## config.mk

```make
export PLATFORM = sky130hd
export DESIGN_NAME = i2s_nmi_slv
export DESIGN_NICKNAME = d
export VERILOG_FILES = /design/src/rtl/i2s_nmi_pkg.sv /design/src/rtl/i2s_nmi_slv_fifo.sv /design/src/rtl/i2s_nmi_slv.sv
export SDC_FILE = /design/constraint.sdc
export NUM_CORES = 1
export LEC_CHECK = 0
export ABC_CLOCK_PERIOD_IN_PS = 4800
export CAP_MARGIN = 20
export CORE_ASPECT_RATIO = 1.2
export CORE_MARGIN = 10
export CORE_UTILIZATION = 47
export CTS_BUF_LIST = sky130_fd_sc_hd__clkbuf_4 sky130_fd_sc_hd__clkbuf_8
export CTS_CLUSTER_SIZE = 28
export DETAILED_ROUTE_END_ITERATION = 8
export MAX_ROUTING_LAYER = met4
export PLACE_DENSITY = 0.66
export SYNTH_ARGS = -nofsm -noshare
export SYNTH_HDL_FRONTEND = slang
export SYNTH_HIERARCHICAL = 1
export SYNTH_SLANG_ARGS = --single-unit
```

## constraint.sdc

```tcl
create_clock -name clk_i -period 4.8 [get_ports clk_i]
set_input_delay 0.96 -clock clk_i [delete_from_list [all_inputs] [get_ports clk_i]]
set_output_delay 0.96 -clock clk_i [all_outputs]
set_load 0.03 [all_outputs]
```

## src/rtl/i2s_nmi_pkg.sv

```systemverilog
// Shared definitions for the I2S transmitter with NMI-style register port.
// Holds the register index enum, CTRL/STATUS bit positions, parameter
// defaults and a byte-strobe merge helper.
package i2s_nmi_pkg;

  localparam int DEF_FIFO_DEPTH = 8;
  localparam int DEF_DIV_W      = 8;

  typedef enum logic [1:0] {
    REG_CTRL   = 2'd0,
    REG_STATUS = 2'd1,
    REG_DATA   = 2'd2,
    REG_RSVD   = 2'd3
  } reg_idx_e;

  // CTRL bit positions
  localparam int CTRL_EN      = 0;
  localparam int CTRL_IRQ_EN  = 1;
  localparam int CTRL_DIV_LSB = 8;

  // STATUS bit positions
  localparam int STAT_LEVEL_LSB = 0;
  localparam int STAT_EMPTY     = 5;
  localparam int STAT_FULL      = 6;
  localparam int STAT_UNDERRUN  = 8;
  localparam int STAT_OVERFLOW  = 9;

  // Slots per stereo frame (16 left + 16 right)
  localparam int SLOT_W = 5;

  function automatic logic [31:0] apply_wstrb(input logic [31:0] old_v,
                                              input logic [31:0] new_v,
                                              input logic [3:0]  strb);
    logic [31:0] res;
    res = old_v;
    for (int i = 0; i < 4; i++) begin
      if (strb[i]) res[8*i +: 8] = new_v[8*i +: 8];
    end
    return res;
  endfunction

endpackage

```

## src/rtl/i2s_nmi_slv_fifo.sv

```systemverilog
// i2s_fifo: synchronous FIFO of stereo sample words.
// Ports: clk_i/rst_i (async active-high), push_i/data_i write side,
// pop_i/data_o read side (data_o shows the head word), full_o, empty_o,
// level_o (number of stored words, 0..DEPTH).
// Pushes while full and pops while empty are ignored.
module i2s_fifo #(
  parameter int DEPTH  = 8,
  parameter int DATA_W = 32
) (
  input  logic                     clk_i,
  input  logic                     rst_i,
  input  logic                     push_i,
  input  logic [DATA_W-1:0]        data_i,
  input  logic                     pop_i,
  output logic [DATA_W-1:0]        data_o,
  output logic                     full_o,
  output logic                     empty_o,
  output logic [$clog2(DEPTH):0]   level_o
);

  localparam int AW = $clog2(DEPTH);

  logic [DATA_W-1:0] mem_q [DEPTH];
  logic [AW-1:0]     wr_ptr_q, wr_ptr_d;
  logic [AW-1:0]     rd_ptr_q, rd_ptr_d;
  logic [AW:0]       count_q, count_d;
  logic              do_push, do_pop;

  always_comb begin
    full_o  = (count_q == (AW+1)'(DEPTH));
    empty_o = (count_q == '0);
    do_push = push_i & ~full_o;
    do_pop  = pop_i & ~empty_o;

    // DEPTH is a power of two, so the pointers wrap naturally
    wr_ptr_d = do_push ? wr_ptr_q + AW'(1) : wr_ptr_q;
    rd_ptr_d = do_pop  ? rd_ptr_q + AW'(1) : rd_ptr_q;

    case ({do_push, do_pop})
      2'b10:   count_d = count_q + (AW+1)'(1);
      2'b01:   count_d = count_q - (AW+1)'(1);
      default: count_d = count_q;
    endcase
  end

  always_ff @(posedge clk_i or posedge rst_i) begin
    if (rst_i) begin
      wr_ptr_q <= '0;
      rd_ptr_q <= '0;
      count_q  <= '0;
    end else begin
      wr_ptr_q <= wr_ptr_d;
      rd_ptr_q <= rd_ptr_d;
      count_q  <= count_d;
    end
  end

  // Storage needs no reset: the count decides which entries are valid
  always_ff @(posedge clk_i) begin
    if (do_push) mem_q[wr_ptr_q] <= data_i;
  end

  assign data_o  = mem_q[rd_ptr_q];
  assign level_o = count_q;

endmodule

```

## src/rtl/i2s_nmi_slv.sv

```systemverilog
// i2s_nmi_slv: I2S (Philips format) stereo transmitter behind a simple
// valid/ready memory port.
// Ports: clk_i, rst_i (async active-high); mem_valid_i/mem_addr_i/
// mem_wdata_i/mem_wstrb_i request, mem_rdata_o/mem_ready_o response;
// i2s_sck_o, i2s_ws_o, i2s_sd_o serial audio; irq_o level interrupt.
// Registers (addr[3:2]): CTRL, STATUS, DATA (FIFO push), reserved.
import i2s_nmi_pkg::*;

module i2s_nmi_slv #(
  parameter int FIFO_DEPTH = DEF_FIFO_DEPTH,
  parameter int DIV_W      = DEF_DIV_W
) (
  input  logic        clk_i,
  input  logic        rst_i,
  input  logic        mem_valid_i,
  input  logic [31:0] mem_addr_i,
  input  logic [31:0] mem_wdata_i,
  input  logic [3:0]  mem_wstrb_i,
  output logic [31:0] mem_rdata_o,
  output logic        mem_ready_o,
  output logic        i2s_sck_o,
  output logic        i2s_ws_o,
  output logic        i2s_sd_o,
  output logic        irq_o
);

  localparam int LVL_W = $clog2(FIFO_DEPTH) + 1;

  // Bus / register state
  logic             ready_q, ready_d;
  logic             en_q, en_d;
  logic             irq_en_q, irq_en_d;
  logic [DIV_W-1:0] div_q, div_d;
  logic             underrun_q, underrun_d;
  logic             overflow_q, overflow_d;

  // Divider / serializer state
  logic [DIV_W-1:0]  cnt_q, cnt_d;
  logic              act_q, act_d;
  logic              sck_q, sck_d;
  logic              ws_q, ws_d;
  logic [SLOT_W-1:0] slot_q, slot_d;
  logic              started_q, started_d;
  logic [31:0]       sr_q, sr_d;

  reg_idx_e         reg_idx;
  logic             is_wr, is_rd, data_wr;
  logic [31:0]      ctrl_img, status_img, rdata_sel, ctrl_new;
  logic             und_set, und_clr, ovf_set, ovf_clr;
  logic [DIV_W-1:0] cur;

  logic             fifo_push, fifo_pop, fifo_full, fifo_empty;
  logic [31:0]      fifo_head;
  logic [LVL_W-1:0] fifo_level;
  logic             unused_ok;

  i2s_fifo #(
    .DEPTH  (FIFO_DEPTH),
    .DATA_W (32)
  ) u_fifo (
    .clk_i   (clk_i),
    .rst_i   (rst_i),
    .push_i  (fifo_push),
    .data_i  (mem_wdata_i),
    .pop_i   (fifo_pop),
    .data_o  (fifo_head),
    .full_o  (fifo_full),
    .empty_o (fifo_empty),
    .level_o (fifo_level)
  );

  // Register port: the access is performed in the ready cycle, while the
  // initiator is still holding the request.
  always_comb begin
    reg_idx = reg_idx_e'(mem_addr_i[3:2]);
    ready_d = mem_valid_i & ~ready_q;
    is_wr   = ready_q & mem_valid_i & (mem_wstrb_i != 4'b0);
    is_rd   = ready_q & mem_valid_i & (mem_wstrb_i == 4'b0);

    ctrl_img = '0;
    ctrl_img[CTRL_EN]                 = en_q;
    ctrl_img[CTRL_IRQ_EN]             = irq_en_q;
    ctrl_img[CTRL_DIV_LSB +: DIV_W]   = div_q;

    status_img = '0;
    status_img[STAT_LEVEL_LSB +: LVL_W] = fifo_level;
    status_img[STAT_EMPTY]              = fifo_empty;
    status_img[STAT_FULL]               = fifo_full;
    status_img[STAT_UNDERRUN]           = underrun_q;
    status_img[STAT_OVERFLOW]           = overflow_q;

    case (reg_idx)
      REG_CTRL:   rdata_sel = ctrl_img;
      REG_STATUS: rdata_sel = status_img;
      default:    rdata_sel = '0;
    endcase

    ctrl_new = apply_wstrb(ctrl_img, mem_wdata_i, mem_wstrb_i);
    en_d     = en_q;
    irq_en_d = irq_en_q;
    div_d    = div_q;
    if (is_wr && reg_idx == REG_CTRL) begin
      en_d     = ctrl_new[CTRL_EN];
      irq_en_d = ctrl_new[CTRL_IRQ_EN];
      div_d    = ctrl_new[CTRL_DIV_LSB +: DIV_W];
    end

    data_wr   = is_wr && reg_idx == REG_DATA;
    fifo_push = data_wr & ~fifo_full;
    ovf_set   = data_wr & fifo_full;

    und_clr = is_wr && reg_idx == REG_STATUS && mem_wstrb_i[1] && mem_wdata_i[STAT_UNDERRUN];
    ovf_clr = is_wr && reg_idx == REG_STATUS && mem_wstrb_i[1] && mem_wdata_i[STAT_OVERFLOW];

    // A new event in the same cycle as a clear wins, so nothing is lost
    underrun_d = (underrun_q & ~und_clr) | und_set;
    overflow_d = (overflow_q & ~ovf_clr) | ovf_set;
  end

  // Divider and serializer. The divider counts down from DIV; on the first
  // enabled cycle it starts from the live DIV so the first rising sck edge
  // comes DIV+1 cycles after EN. Everything advances on sck falling edges.
  always_comb begin
    cnt_d     = cnt_q;
    act_d     = act_q;
    sck_d     = sck_q;
    ws_d      = ws_q;
    slot_d    = slot_q;
    started_d = started_q;
    sr_d      = sr_q;
    fifo_pop  = 1'b0;
    und_set   = 1'b0;
    cur       = act_q ? cnt_q : div_q;

    if (!en_q) begin
      cnt_d     = '0;
      act_d     = 1'b0;
      sck_d     = 1'b0;
      ws_d      = 1'b0;
      slot_d    = '0;
      started_d = 1'b0;
      sr_d      = '0;
    end else begin
      act_d = 1'b1;
      if (cur == '0) begin
        cnt_d = div_q;
        sck_d = ~sck_q;
        if (sck_q) begin
          // First falling edge after enable starts the frame at slot 0
          slot_d    = started_q ? slot_q + SLOT_W'(1) : '0;
          started_d = 1'b1;
          if (slot_d == '0) begin
            if (!fifo_empty) begin
              sr_d     = fifo_head;
              fifo_pop = 1'b1;
            end else begin
              sr_d    = '0;
              und_set = 1'b1;
            end
          end else begin
            sr_d = {sr_q[30:0], 1'b0};
          end
          // WS switches one slot ahead of each word's MSB
          ws_d = (slot_d >= SLOT_W'(15)) && (slot_d <= SLOT_W'(30));
        end
      end else begin
        cnt_d = cur - DIV_W'(1);
      end
    end
  end

  always_ff @(posedge clk_i or posedge rst_i) begin
    if (rst_i) begin
      ready_q    <= 1'b0;
      en_q       <= 1'b0;
      irq_en_q   <= 1'b0;
      div_q      <= '0;
      underrun_q <= 1'b0;
      overflow_q <= 1'b0;
      cnt_q      <= '0;
      act_q      <= 1'b0;
      sck_q      <= 1'b0;
      ws_q       <= 1'b0;
      slot_q     <= '0;
      started_q  <= 1'b0;
      sr_q       <= '0;
    end else begin
      ready_q    <= ready_d;
      en_q       <= en_d;
      irq_en_q   <= irq_en_d;
      div_q      <= div_d;
      underrun_q <= underrun_d;
      overflow_q <= overflow_d;
      cnt_q      <= cnt_d;
      act_q      <= act_d;
      sck_q      <= sck_d;
      ws_q       <= ws_d;
      slot_q     <= slot_d;
      started_q  <= started_d;
      sr_q       <= sr_d;
    end
  end

  // Gating with EN silences the serial pins in the very cycle EN drops;
  // the serializer state itself clears one cycle later.
  assign mem_ready_o = ready_q;
  assign mem_rdata_o = is_rd ? rdata_sel : '0;
  assign i2s_sck_o   = sck_q & en_q;
  assign i2s_ws_o    = ws_q & en_q;
  assign i2s_sd_o    = sr_q[31] & en_q;
  assign irq_o       = irq_en_q & (fifo_empty | underrun_q | overflow_q);

  // Address bits outside [3:2] and unimplemented CTRL bits are don't-care
  assign unused_ok = ^{mem_addr_i[31:4], mem_addr_i[1:0], ctrl_new};

endmodule

```

==> metrics <==
Clock Tree Buf Depth=3; # DRC=0; post-synthesis sequential area ratio=roughly two thirds; CTS Sinks=between 300 and 400; multi-input logic area=roughly 4200 µm²; maximum clock frequency=roughly 240 MHz; vias in the first global route=between 7k and 8k; DIE AREA=roughly 38000 µm²; H-tree levels=2; synth warn=6; Worst Max-Slew Pin Slew=between 0.9 and 1 ns; vias=between 7k and 8k; fin crit period=around 4.2 ns; Final Cycle Share=86.7%; share of the synthesized area in the top cell type=54.1%; Setup Skew=roughly 0.02 ns; vias per cell=roughly 5.6; peak supply drop=roughly 0.19 mV; Synth Instances=848; worst-skew pair later-pin latency=0.59 ns; # fillers=2368; I/O pin count=between 100 and 150; largest stage delay on the critical path=between 0.6 and 0.7 ns; Post-CTS Setup Inserts=0; Nets=slightly above 1k; CORE AREA=29700 µm²; cell family contributing the most delay on the critical path=buffers and inverters; Post-DP HPWL=around 17 mm; Synth Flop Type=edfxtp_1; crit path max fanout=8; count of different cell masters after synthesis=65; synthesized flop and latch total=328; asr flop ratio synth=22.0%; synthesized area per cell=around 17 µm²; hold_ws=about 0.46 ns; GRT Util Overall=between 10% and 20%; final core utilization=54.6%; area leader, netlist=edfxtp_1; post-route ant nets=0; Pwr Total=around 6.6 mW; final std cells w/o fill=~1.4k; Area Growth Syn to Fin=13.9%; GRT overflow=0; HP Class=reg -> reg; Critical Path Slowest Stage Cell=clkdlybuf4s50_1; initial core utilization=between 40 and 50%; largest cells by area after synthesis=edfxtp_1, dfrtp_1, mux4_2; Setup WS pre-CTS=0.643 ns; Pre-Repair DR Iteration Count=5; placer congestion estimate=slightly above 0.8; fin worst setup slack=around 0.64 ns; status=complete, no violations; Leakage=~5.8 nW; final setup vio count=0; drt first-iter violations=547; crit-path most repeated cell=clkdlybuf4s50_1; max_slew headroom=approximately 40%; largest net degree at the start of global routing=between 40 and 50; CP endpoint kind=output port; DIE HEIGHT=211 µm; Area after DPL=around 15000 µm²; CTS tree=yes; crit path DAT=around 3.2 ns; Crit Path Class=in -> out; first-pass GRT wire length=45.0 mm; share of cells above drive strength 1=between 20% and 30%; Placed Cells incl. Taps=1270; overall die width=~180 µm; Slew Viols, Final=0; # resized after CTS=0; RSZ-0062 raised after global routing=false; row count=between 60 and 70; Synth Cell Area=about 14000 µm²; cts hold-fix bufs=0; sum of negative setup slack=0 ns; CP startpoint kind=input pin; Num CTS Buffers=around 50; CP Buf/Inv Count=2; initial antenna violation count=1; Reg area=between 9000 and 10000 µm²; crit-path cells=clkdlybuf4s50_1, nor4_1, nand2_1, nor2_1, and2_1, clkdlybuf4s50_1; Design Area, Final=about 16000 µm²; Routed Wire Length=~29 mm; CTS root buf=clkbuf_8; EDFF count, synth=~260; Final Hold Viols=0; Critical Path RT=roughly 3.8 ns; Port Buf Inserts=59; power per cell area=407 nW/µm²; Max Cap Viol=0; WL/cell=21.1 µm; Clock transition at path regs=~0.06 ns
routing by layer:
layer / up-vias / share of wire (%) / track usage (%)
met3: 53 / 5.7 / 2.84
met5: - / 0 / -
met4: 0 / 2.1 / 5.08
met1: 3918 / 44 / 20.2
li1: 3482 / - / -
met2: 215 / 49 / 25.0
synth_stat cells, types with 4 or more instances:
library cell / number
nor3_1: 9
nand2_1: 36
o31ai_1: 31
nand2b_1: 4
nor4_1: 5
mux4_1: 28
buf_2: 14
dfrtp_1: 72
buf_4: 18
nor2_1: 23
and3_1: 5
mux2i_1: 12
nand3_1: 9
o21ai_0: 7
buf_12: 4
a21o_1: 31
a21oi_1: 15
buf_6: 6
inv_1: 46
edfxtp_1: 256
xnor2_1: 8
clkbuf_1: 22
mux2_2: 43
o211ai_1: 31
nand4_1: 4
o21a_1: 4
o21ai_1: 4
mux4_2: 36
and2_1: 9
ha_1: 8
layout by cell type, fill, tap and decap left out, types with 4 or more instances in the layout:
cell,instances
a21o_1,31
a21oi_1,15
and2_1,9
and3_1,5
buf_4,19
clkbuf_4,16
clkbuf_8,54
clkdlybuf4s50_1,59
clkinv_1,12
clkinv_2,6
conb_1,18
dfrtp_1,70
edfxtp_1,256
ha_1,8
inv_1,45
mux2_2,43
mux2i_1,12
mux4_1,28
mux4_2,36
nand2_1,36
nand2b_1,4
nand3_1,9
nand4_1,4
nor2_1,17
nor2_4,6
nor3_1,7
nor4_1,5
o211ai_1,31
o21a_1,4
o21ai_0,7
o21ai_1,4
o31ai_1,31
xnor2_1,8
final cells by class:
type                            instances  area share [%]
Antenna cell                            1          0.0154
Clock inverter                         21           0.880
Inverter                               47            1.09
Multi-Input combinational cell        424            26.2
Clock buffer                           70            5.33
Timing Repair Buffer                   82            4.93
Tap cell                              390            3.01
Sequential cell                       328            58.6
registers in the layout, indices dropped and copies added (netlist names):
name and count:
sck_q 1, slot_q 5, u_fifo/wr_ptr_q 3, underrun_q 1, irq_en_q 1, ws_q 1, u_fifo/rd_ptr_q 3, sr_q 32
mem_ready_o 1, en_q 1, u_fifo/level_o 4, overflow_q 1, u_fifo/mem_q 256, div_q 8, act_q 1, cnt_q 8
started_q 1
power by group:
| part | total (mW) | leakage, nW | internal (mW) | switching, mW |
|---|---|---|---|---|
| Clock | 2.30 | 0.533 | 1.27 | 1.04 |
| Sequential | 3.38 | 3.27 | 3.17 | 0.213 |
| Combinational | 0.913 | 1.96 | 0.454 | 0.458 |
final timing paths:
kind / from / end / slack, ns / depth (start not counted)
setup / recovery: mem_wstrb_i[1] / mem_rdata_o[15] / 0.64 / 6
hold / removal: mem_ready_o$_DFF_PP0_ / mem_ready_o$_DFF_PP0_ / 0.46 / 1
setup reg to reg: act_q$_DFF_PP0_ / u_fifo/level_o[3]$_DFFE_PP0P_ / 1.04 / 13
hold reg to reg: mem_ready_o$_DFF_PP0_ / mem_ready_o$_DFF_PP0_ / 0.46 / 1
max in group asynchronous: rst_i / irq_en_q$_DFFE_PP0P_ / 3.03 / 3
min in group asynchronous: rst_i / u_fifo/wr_ptr_q[0]$_DFFE_PP0P_ / 0.75 / 2
cell families (layout without fill, tap and decap cells):
group,after synthesis,after routing,share of synthesized area (%)
buffers and inverters,113,220,4.35
adders and majority gates,9,9,0.845
xor gates and xnor gates,10,10,0.616
DFF,328,328,66.7
AOI/OAI and AO/OA,143,143,7.30
muxes,121,121,15.4
other,1,19,0.0264
and+or+nand+nor,123,123,4.78
No activity file was read; power rests on OpenSTA's default activity.
